$ cat config.mk
export PLATFORM = sky130hd
export DESIGN_NAME = noc_output_port_arbiter_flat
export DESIGN_NICKNAME = d
export VERILOG_FILES = /design/src/rtl/noc_output_port_arbiter_if.sv /design/src/rtl/noc_output_port_arbiter.sv /design/src/flat_wrapper.sv
export SDC_FILE = /design/constraint.sdc
export NUM_CORES = 1
export LEC_CHECK = 0
export ABC_AREA = 1
export BUFFER_PORTS_ARGS = -buffer_cell sky130_fd_sc_hd__buf_2
export CAP_MARGIN = 20
export CORE_MARGIN = 2
export CORE_UTILIZATION = 35
export DETAILED_ROUTE_END_ITERATION = 16
export MAX_ROUTING_LAYER = met4
export SKIP_LAST_GASP = 1
export SYNTH_ARGS = -nofsm -noshare
export SYNTH_HDL_FRONTEND = slang
export SYNTH_SLANG_ARGS = --single-unit
$ cat constraint.sdc
create_clock -name noc_clk -period 3.35 [get_ports noc_clk]
set_input_delay 0.1675 -clock noc_clk [delete_from_list [all_inputs] [get_ports noc_clk]]
set_output_delay 0.1675 -clock noc_clk [all_outputs]
set_load 0.02 [all_outputs]
$ cat src/rtl/noc_output_port_arbiter_if.sv
// ---------------------------------------------------------------------------
// noc_output_port_arbiter_if
// Bundles the signals between the input-port requesters and the downstream
// link of one router output port.
//   req_valid/req_head/req_tail  per-requester flit qualifiers
//   req_vc                       requested VC per requester, VCW bits each
//   req_ready                    per-requester accept
//   out_valid/out_sel/out_vc     output link strobe, crossbar select, VC tag
//   credit_return                per-VC slot-freed pulse from downstream
//   credit_count                 per-VC credits, CW bits each
//   busy/credit_overflow         port locked / credit returned at full count
// Modports: master = requesters + link side, slave = arbiter.
// ---------------------------------------------------------------------------
interface noc_output_port_arbiter_if #(
  parameter int unsigned NUM_REQ  = 5,
  parameter int unsigned NUM_VC   = 2,
  parameter int unsigned VC_DEPTH = 4
);
  localparam int unsigned VCW  = (NUM_VC > 1) ? $clog2(NUM_VC) : 1;
  localparam int unsigned SELW = (NUM_REQ > 1) ? $clog2(NUM_REQ) : 1;
  localparam int unsigned CW   = $clog2(VC_DEPTH + 1);

  logic [NUM_REQ-1:0]     req_valid;
  logic [NUM_REQ-1:0]     req_head;
  logic [NUM_REQ-1:0]     req_tail;
  logic [NUM_REQ*VCW-1:0] req_vc;
  logic [NUM_REQ-1:0]     req_ready;
  logic                   out_valid;
  logic [SELW-1:0]        out_sel;
  logic [VCW-1:0]         out_vc;
  logic [NUM_VC-1:0]      credit_return;
  logic [NUM_VC*CW-1:0]   credit_count;
  logic                   busy;
  logic                   credit_overflow;

  modport master (
    output req_valid, req_head, req_tail, req_vc, credit_return,
    input  req_ready, out_valid, out_sel, out_vc, credit_count, busy, credit_overflow
  );

  modport slave (
    input  req_valid, req_head, req_tail, req_vc, credit_return,
    output req_ready, out_valid, out_sel, out_vc, credit_count, busy, credit_overflow
  );
endinterface

$ cat src/rtl/noc_output_port_arbiter.sv
// ---------------------------------------------------------------------------
// noc_output_port_arbiter
// Wormhole switch allocator for one mesh router output port. Round-robin
// arbitration among head flits, port locked from head to tail, per-VC
// downstream credit tracking with owner stall on an empty VC.
//   noc_clk   clock
//   noc_rst   synchronous reset, active-high
//   bus       noc_output_port_arbiter_if.slave (requests, link, credits)
// ---------------------------------------------------------------------------
module noc_output_port_arbiter #(
  parameter int unsigned NUM_REQ  = 5,
  parameter int unsigned NUM_VC   = 2,
  parameter int unsigned VC_DEPTH = 4
) (
  input  logic                        noc_clk,
  input  logic                        noc_rst,
  noc_output_port_arbiter_if.slave    bus
);
  localparam int unsigned VCW  = (NUM_VC > 1) ? $clog2(NUM_VC) : 1;
  localparam int unsigned SELW = (NUM_REQ > 1) ? $clog2(NUM_REQ) : 1;
  localparam int unsigned CW   = $clog2(VC_DEPTH + 1);

  localparam logic [0:0] IDLE   = 1'b0;
  localparam logic [0:0] LOCKED = 1'b1;

  logic [0:0]      state, state_nxt;
  logic [SELW-1:0] owner, owner_nxt;
  logic [VCW-1:0]  vc_q, vc_nxt;
  logic [SELW-1:0] last_grant, last_grant_nxt;
  logic [CW-1:0]   credit     [NUM_VC];
  logic [CW-1:0]   credit_nxt [NUM_VC];
  logic            ovf_q, ovf_nxt;

  logic [NUM_VC-1:0]  vc_nz;
  logic [NUM_REQ-1:0] eligible;
  logic               owner_has_credit;
  logic               xfer;
  logic               grant_found;
  logic [SELW-1:0]    winner;
  logic [SELW-1:0]    cand;

  // Per-VC non-empty flags and eligibility of head flits
  always_comb begin
    vc_nz            = '0;
    eligible         = '0;
    owner_has_credit = 1'b0;
    for (int v = 0; v < NUM_VC; v++) begin
      vc_nz[v] = (credit[v] != '0);
      if (vc_q == VCW'(v)) owner_has_credit = vc_nz[v];
    end
    for (int i = 0; i < NUM_REQ; i++) begin
      for (int v = 0; v < NUM_VC; v++) begin
        if ((bus.req_vc[i*VCW +: VCW] == VCW'(v)) && vc_nz[v])
          eligible[i] = bus.req_valid[i] & bus.req_head[i];
      end
    end
  end

  // Round-robin search starting just after the previous winner
  always_comb begin
    grant_found = 1'b0;
    winner      = '0;
    cand        = last_grant;
    for (int k = 0; k < NUM_REQ; k++) begin
      cand = (cand == SELW'(NUM_REQ - 1)) ? '0 : cand + 1'b1;
      if (!grant_found && eligible[cand]) begin
        grant_found = 1'b1;
        winner      = cand;
      end
    end
  end

  // Ready depends only on registers (plus reset, so nothing is taken in the reset cycle)
  always_comb begin
    bus.req_ready = '0;
    for (int i = 0; i < NUM_REQ; i++) begin
      bus.req_ready[i] = !noc_rst && (state == LOCKED) && (owner == SELW'(i)) && owner_has_credit;
    end
    xfer = !noc_rst && (state == LOCKED) && owner_has_credit && bus.req_valid[owner];
  end

  // Next state, lock bookkeeping and credit accounting
  always_comb begin
    state_nxt      = state;
    owner_nxt      = owner;
    vc_nxt         = vc_q;
    last_grant_nxt = last_grant;
    ovf_nxt        = 1'b0;
    for (int v = 0; v < NUM_VC; v++) credit_nxt[v] = credit[v];

    case (state)
      IDLE: begin
        if (grant_found) begin
          state_nxt = LOCKED;
          owner_nxt = winner;
          vc_nxt    = bus.req_vc[winner*VCW +: VCW];
        end
      end
      LOCKED: begin
        if (xfer && bus.req_tail[owner]) begin
          state_nxt      = IDLE;
          last_grant_nxt = owner;
        end
      end
      default: state_nxt = IDLE;
    endcase

    // A same-cycle send and return on one VC cancel out
    for (int v = 0; v < NUM_VC; v++) begin
      if (xfer && (vc_q == VCW'(v)) && !bus.credit_return[v]) begin
        credit_nxt[v] = credit[v] - 1'b1;
      end else if (bus.credit_return[v] && !(xfer && (vc_q == VCW'(v)))) begin
        if (credit[v] == CW'(VC_DEPTH)) ovf_nxt = 1'b1;
        else                            credit_nxt[v] = credit[v] + 1'b1;
      end
    end
  end

  // State registers
  always_ff @(posedge noc_clk) begin
    if (noc_rst) begin
      state      <= IDLE;
      owner      <= '0;
      vc_q       <= '0;
      last_grant <= SELW'(NUM_REQ - 1);
      ovf_q      <= 1'b0;
      for (int v = 0; v < NUM_VC; v++) credit[v] <= CW'(VC_DEPTH);
    end else begin
      state      <= state_nxt;
      owner      <= owner_nxt;
      vc_q       <= vc_nxt;
      last_grant <= last_grant_nxt;
      ovf_q      <= ovf_nxt;
      for (int v = 0; v < NUM_VC; v++) credit[v] <= credit_nxt[v];
    end
  end

  // Output mapping
  always_comb begin
    bus.credit_count = '0;
    for (int v = 0; v < NUM_VC; v++) bus.credit_count[v*CW +: CW] = credit[v];
  end

  assign bus.out_valid       = xfer;
  assign bus.out_sel         = owner;
  assign bus.out_vc          = vc_q;
  assign bus.busy            = (state == LOCKED);
  assign bus.credit_overflow = ovf_q;
endmodule

$ cat src/flat_wrapper.sv
// flat-port wrapper written by rule: the top's interface ports become plain ports
module noc_output_port_arbiter_flat 
#(
  parameter int unsigned NUM_REQ  = 5,
  parameter int unsigned NUM_VC   = 2,
  parameter int unsigned VC_DEPTH = 4
)
  (noc_clk, noc_rst, bus_req_valid, bus_req_head, bus_req_tail, bus_req_vc, bus_credit_return, bus_req_ready, bus_out_valid, bus_out_sel, bus_out_vc, bus_credit_count, bus_busy, bus_credit_overflow);
  noc_output_port_arbiter_if #(.NUM_REQ(NUM_REQ), .NUM_VC(NUM_VC), .VC_DEPTH(VC_DEPTH)) bus_i ();
  input  logic noc_clk;
  input  logic noc_rst;
  input wire logic [$bits(bus_i.req_valid)-1:0] bus_req_valid;
  input wire logic [$bits(bus_i.req_head)-1:0] bus_req_head;
  input wire logic [$bits(bus_i.req_tail)-1:0] bus_req_tail;
  input wire logic [$bits(bus_i.req_vc)-1:0] bus_req_vc;
  input wire logic [$bits(bus_i.credit_return)-1:0] bus_credit_return;
  output wire logic [$bits(bus_i.req_ready)-1:0] bus_req_ready;
  output wire logic [$bits(bus_i.out_valid)-1:0] bus_out_valid;
  output wire logic [$bits(bus_i.out_sel)-1:0] bus_out_sel;
  output wire logic [$bits(bus_i.out_vc)-1:0] bus_out_vc;
  output wire logic [$bits(bus_i.credit_count)-1:0] bus_credit_count;
  output wire logic [$bits(bus_i.busy)-1:0] bus_busy;
  output wire logic [$bits(bus_i.credit_overflow)-1:0] bus_credit_overflow;
  assign bus_i.req_valid = bus_req_valid;
  assign bus_i.req_head = bus_req_head;
  assign bus_i.req_tail = bus_req_tail;
  assign bus_i.req_vc = bus_req_vc;
  assign bus_i.credit_return = bus_credit_return;
  assign bus_req_ready = bus_i.req_ready;
  assign bus_out_valid = bus_i.out_valid;
  assign bus_out_sel = bus_i.out_sel;
  assign bus_out_vc = bus_i.out_vc;
  assign bus_credit_count = bus_i.credit_count;
  assign bus_busy = bus_i.busy;
  assign bus_credit_overflow = bus_i.credit_overflow;
  noc_output_port_arbiter #(.NUM_REQ(NUM_REQ), .NUM_VC(NUM_VC), .VC_DEPTH(VC_DEPTH)) u_core (.noc_clk(noc_clk), .noc_rst(noc_rst), .bus(bus_i));
endmodule
; ---- Yosys cells after proc, flatten, opt, wreduce, memory -nomap -nowiden
; Memories as Yosys holds them, arrays and structs flattened.
; Cells that the tools add are included.
[word_totals]
output_inout_bits = 18
memories = 1
ff_bits = 9
ramBits = 6
[mem_list]
columns = name, words, width, rd, rd_clocked_by_memory_dff, write_ports, line
row1 = u_core.credit, 2, 3, 2, 0, 2, noc_output_port_arbiter.sv:30  ; logic [CW-1:0] credit [NUM_VC];
[op_classes]
order_cmp = 6
eq_ne = 11
n_bitwise = 14
addsub = 9
n_shift = 1
n_reduce_logical = 48
mux = 60
[op_table]
columns = cell, count
row1 = 3-bit 2-to-1 mux, 18
row2 = 1-bit logical AND, 34
row3 = 1-bit 2-to-1 mux, 34
row4 = 3-bit == test (second input constant), 8
row5 = 3-bit by 4-bit < comparator with 1-bit output (second input constant), 6
row6 = 3-bit by 1-bit adder with 3-bit output (second input constant), 7
row7 = 1-bit binary-select mux with 3-bit select, 7
row8 = 1-bit zero test, 9
row9 = 1-bit NOT, 7
row10 = 3-bit by 2-bit == test with 1-bit output (second input constant), 2
row11 = 3-bit nonzero test, 2
row12 = 3-bit by 1-bit subtractor with 3-bit output (second input constant), 2
row13 = 1-bit bitwise AND, 5
row14 = 5-bit by 4-bit variable part select with 1-bit output, 1
row15 = 2-bit AND reduction, 2
row16 = 3-bit by 1-bit == test with 1-bit output (second input constant), 1
row17 = 3-bit zero test, 1
row18 = 1-bit OR, 2
row19 = 1-bit case mux with 2 select lines, 1

; ---- Logic depth before layout (Yosys ltp)
[depth]
word_depth = 21
ltp_mapped = 28
depth_no_buf = 28

; ---- Worst setup path before layout
; OpenSTA, ideal clock, no wires.
[synth_path]
kind = register to register
start = register u_core.last_grant[0]
end = register u_core.vc_q (netlist: u_core.bus.out_vc)
required_time_ps = 3283
path_slack_ps = -65
arrival_time_ps = 3348
n_path_buf = 0
path_stages_with_launch = 26
path_cell_list = dfxtp_1 inv_1 ha_1 nand2_1 nand2_2 ha_1 inv_1 o21ai_4 ha_1 or2_2 nand3_1 nand2_2 nor2_1 nand2_2 nand2_4 nand2_4 nand2_4 nand3_2 or2_1 nand2_2 nand3_2 a21oi_2 nand3_1 nand2_1 nand2_1 a21oi_2
[synth_via]
elab_chain_len = 18
word_cells_on_any_way = 45
cone_classes = 5 x add/sub / 5 x eq/ne / 1 x shift / 25 x mux / 9 x reduce/logical
[synth_lines]
columns = element, line
row1 = start: declaration, noc_output_port_arbiter.sv:29  ; logic [SELW-1:0] last_grant, last_grant_nxt;
row2 = start signal: assignment, noc_output_port_arbiter.sv:125  ; last_grant <= SELW'(NUM_REQ - 1);
row3 = start signal: assignment, noc_output_port_arbiter.sv:132  ; last_grant <= last_grant_nxt;
row4 = 3-bit by 1-bit adder with 3-bit output or 3-bit == test (tied branches), noc_output_port_arbiter.sv:65  ; cand = (cand == SELW'(NUM_REQ - 1)) ? '0 : cand + 1'b1;
row5 = 3-bit 2-to-1 mux (*), noc_output_port_arbiter.sv:65
row6 = "parallel branches: the longest is 16 deep, another holds 3-bit by 1-bit adder with 3-bit output", -
row7 = end signal: assignment, noc_output_port_arbiter.sv:131  ; vc_q <= vc_nxt;
row8 = end: declaration, noc_output_port_arbiter.sv:28  ; logic [VCW-1:0] vc_q, vc_nxt;
; Mark *: on every way between the ends. The select of a mux whose other input is x is not followed.
; A chain may end at the register's enable or synchronous reset.

; ---- Final worst setup path
[layout_path]
start = register u_core.last_grant[1]
end = register u_core.vc_q (netlist: u_core.bus.out_vc)
; Same word-level chain as after synthesis.

==> impl_metrics.yaml <==
run_status:
  status: "complete, no violations"
timing:
  final-setup-viol-count: 0
  fin_crit_ns: 3.14
  worst_hold_slack_ns: 0.227
  finClkSkew_ns: 0.00275
  hold_viol: 0
  maxSlewViolCount: 0
  worst_slack_ns: 0.212
  clock.fmax_ghz: 0.319
  tightest_slew_ns: 0.414
  fin_crit_sh_pct: 93.7
  maxSlewHeadroom_pct: 72.3
logic_synthesis:
  ys_seq_elements: 15
  syn_area_mm2: 0.00193
  muxShareOfSynthArea_pct: 0
  synth_top_family_by_area: "simple AND/OR/NAND/NOR gates"
  synth_cell_types: 33
  synth_xor_area_share_pct: 0
  synth_largest_area_cell: "nand2_1"
  synthTopCellsByArea: "nand2_1 (16%), dfxtp_1 (16%), nand3_1 (13%)"
  synth_top_area_share_pct: 16.0
  syn-num-nets: 367
  synth_cells: 329
  yosysWarnings: 0
  synthAdderAreaFrac_pct: 9.86
  synth_seq_area_share_pct: 15.6
  synth_compound_area_share_pct: 13.7
  synth_area_per_cell_um2: 5.86
  synth-simple-area-share_pct: 48.2
routing:
  drt_first_iter_violations: 70
  wl_per_cell_um: 11.9
  wl_mm: 5.48
  post-route-drc-count: 0
  num_vias: 2238
  via_per_inst: 4.84
  drt_pre_antenna_iters: 4
  ant_nets: 0
floorplan:
  fp-row-count: 27
  die_x_um: 78.2
  die_area_mm2: 0.00612
  initial_core_util_pct: 35.7
  fp.dieH_um: 78.2
  design.core.area_mm2: 0.00541
  num_io_pins: 42
global_route:
  overflow: 0
  grt_pass1_wl_mm: 9.40
  grt_usage_pct: 18.8
  antenna_found_initial: 0
  grt_pass1_vias: 2120
  grt_start_max_net_pins: 10
placement:
  dp_slack_ns: -0.0187
  dp_hpwl_mm: 4.39
  port_buffers: 41
  gp_congestion: 0.869
  dp_cells: 454
worst_hold_path:
  whs_path_depth: 2
  hp-start: "noc_rst"
  hp-class: "in -> reg"
  min_to: "u_core.bus.out_vc"
critical_path:
  crit_type: "reg -> reg"
  slowest_stage: "dfxtp_2"
  rr_endpoint: "u_core.bus.out_vc"
  path_max_fanout: 6
  arrival_ns: 3.27
  crit_path_max_incr_delay_ns: 0.34
  critPathBufInv: 4
  worstPathRequired_ns: 3.48
  rr_worst_depth: 22
  r2r_slack_ns: 0.21
  cp-end-kind: "flip-flop"
  cp_top_family: "simple AND/OR/NAND/NOR gates"
  critPathLaunchType: "flip-flop"
  reg2reg_from: "u_core.last_grant[1]"
  path_cells: "inv_2, ha_4, inv_2, ha_4, inv_1, ha_2, or2_4, nand3_2, nand2_4, buf_4, o211ai_1, nand3_1, nand3_1, nand2_2, nor2_4, nand3_2, nand2_2, nand3_1, nand3_1, nand3_1, nand2_1, a21oi_2"
  crit_top_cell: "nand3_1"
pwr:
  power_mw: 2.85
  leakagePower_nw: 1.32
  p_clk_share_pct: 5.2
  power_density_mw_per_mm2: 1150
  peakVddDrop_mv: 0.518
  swShare_pct: 57.5
  pwr-share-comb_pct: 84.6
  p_int_mw: 1.21
  pwr-share-seq_pct: 10.3
  netSwitchingPower_mw: 1.64
finish:
  antenna_cells: 0
  final_cell_mix: "nand2_1 (78), inv_1 (54), nand3_1 (47), buf_2 (41), nor2_1 (26)"
  drive_gt1_share_pct: 28.7
  multiInputGateArea_mm2: 0.00147
  final_core_util_pct: 45.9
  seqCellArea_um2: 303
  final_common_cell: "nand2_1"
  area_delta_synth_final_pct: 28.6
  fillerInstances: 585
  nets: 429
  final_cells: 462
cts:
  clkSlewWorstSetupHoldPaths_ns: 0.06
  clkSinkCount: 15
  cts_made_buffers: 3
  cts_tree: "built"
  clk_latency_ns: 0.25
  cts-root-buf: "clkbuf_8"
  htree_levels: 1
  clk_path_buf_depth: 2
run:
  drv_cap: 0
## synth_stat cells (all sizes together)
| library cell | number |
|---|---|
| a211oi | 2 |
| a21oi | 13 |
| a31oi | 4 |
| and3 | 1 |
| clkbuf | 1 |
| clkinv | 1 |
| dfxtp | 15 |
| fa | 2 |
| ha | 12 |
| inv | 63 |
| nand2 | 96 |
| nand3 | 55 |
| nand3b | 2 |
| nand4 | 4 |
| nor2 | 29 |
| nor3 | 1 |
| o211ai | 2 |
| o21a | 1 |
| o21ai | 16 |
| o22ai | 3 |
| o31ai | 1 |
| or2 | 5 |
## area by class of cell
| cell class | instances | share of cell area (%) |
|---|---|---|
| multi-input combinational | 249 | 59.2 |
| sequential | 15 | 12.2 |
| inverter | 64 | 9.69 |
| tap | 72 | 3.63 |
| timing repair buffer | 58 | 13.4 |
| clock buffer | 4 | 1.82 |
## routing by layer
metal  wire (µm)  global-route usage, %
met3         249                   1.38
met5           0                      -
met1        2570                   24.6
met2        2590                   31.3
met4          65                   5.44
## through the flow
stage / area (µm²) / setup TNS [ns]
2_1_floorplan: 1930 / 0
3_3_place_gp: 2320 / 0
3_5_place_dp: 2320 / -0.0187
4_1_cts: 2380 / 0
5_1_grt: 2480 / -0.00526
6_report: 2480 / 0
## timing repair
action                                  4_1_cts  5_1_grt
buffers inserted                              1        3
resized for setup                             3       19
endpoints found under the setup margin        1        5
pin swaps                                     1       15
hold buffers                                  0        0
## sequential cells by signal, summed over array words and instances (netlist names)
register / cells
u_core.last_grant: 3
u_core.credit: 6
u_core.bus.out_vc: 1
u_core.bus.out_sel: 3
u_core.bus.busy: 1
u_core.bus.credit_overflow: 1
## worst reg2reg max path, cell delays in order (launching register included)
cell and delay, ns:
dfxtp_2 0.34, inv_2 0.05, ha_4 0.26, inv_2 0.04
ha_4 0.26, inv_1 0.05, ha_2 0.17, or2_4 0.25
nand3_2 0.08, nand2_4 0.08, buf_4 0.15, o211ai_1 0.17
nand3_1 0.10, nand3_1 0.09, nand2_2 0.09, nor2_4 0.20
nand3_2 0.10, nand2_2 0.13, nand3_1 0.08, nand3_1 0.08
nand3_1 0.08, nand2_1 0.10, a21oi_2 0.06
## power by group through the flow
| stage | sequential (mW) | clock, mW | combinational (mW) |
|---|---|---|---|
| 2_1_floorplan | 0.334 | 0 | 1.61 |
| 4_1_cts | 0.291 | 0.147 | 2.24 |
| 6_report | 0.293 | 0.147 | 2.41 |
| 3_5_place_dp | 0.293 | 0 | 2.19 |
| 3_3_place_gp | 0.295 | 0 | 2.17 |
| 5_1_grt | 0.303 | 0.158 | 2.70 |
## how the worst max path moves through the flow
stage	cells after the start	end	slack (ns)	start
after floorplan	25	u_core.bus.out_vc	0.04	u_core.last_grant[0]
after global placement	27	u_core.bus.out_vc	0.09	u_core.last_grant[1]
after detailed placement	27	u_core.bus.out_vc	-0.02	u_core.last_grant[1]
after CTS	24	u_core.bus.out_vc	0.03	u_core.last_grant[1]
after global routing	23	u_core.bus.out_vc	-0.005	u_core.last_grant[1]
final	22	u_core.bus.out_vc	0.21	u_core.last_grant[1]
## cell families (layout without fill, tap and decap cells)
group                    after synthesis  after routing
flip-flops                            15             15
AND/OR/NAND/NOR                      193            193
adder cells (fa/ha/maj)               14             14
AO/OA/AOI/OAI                         42             42
buffers and inverters                 65            126
(Power assumes the default switching activity.)
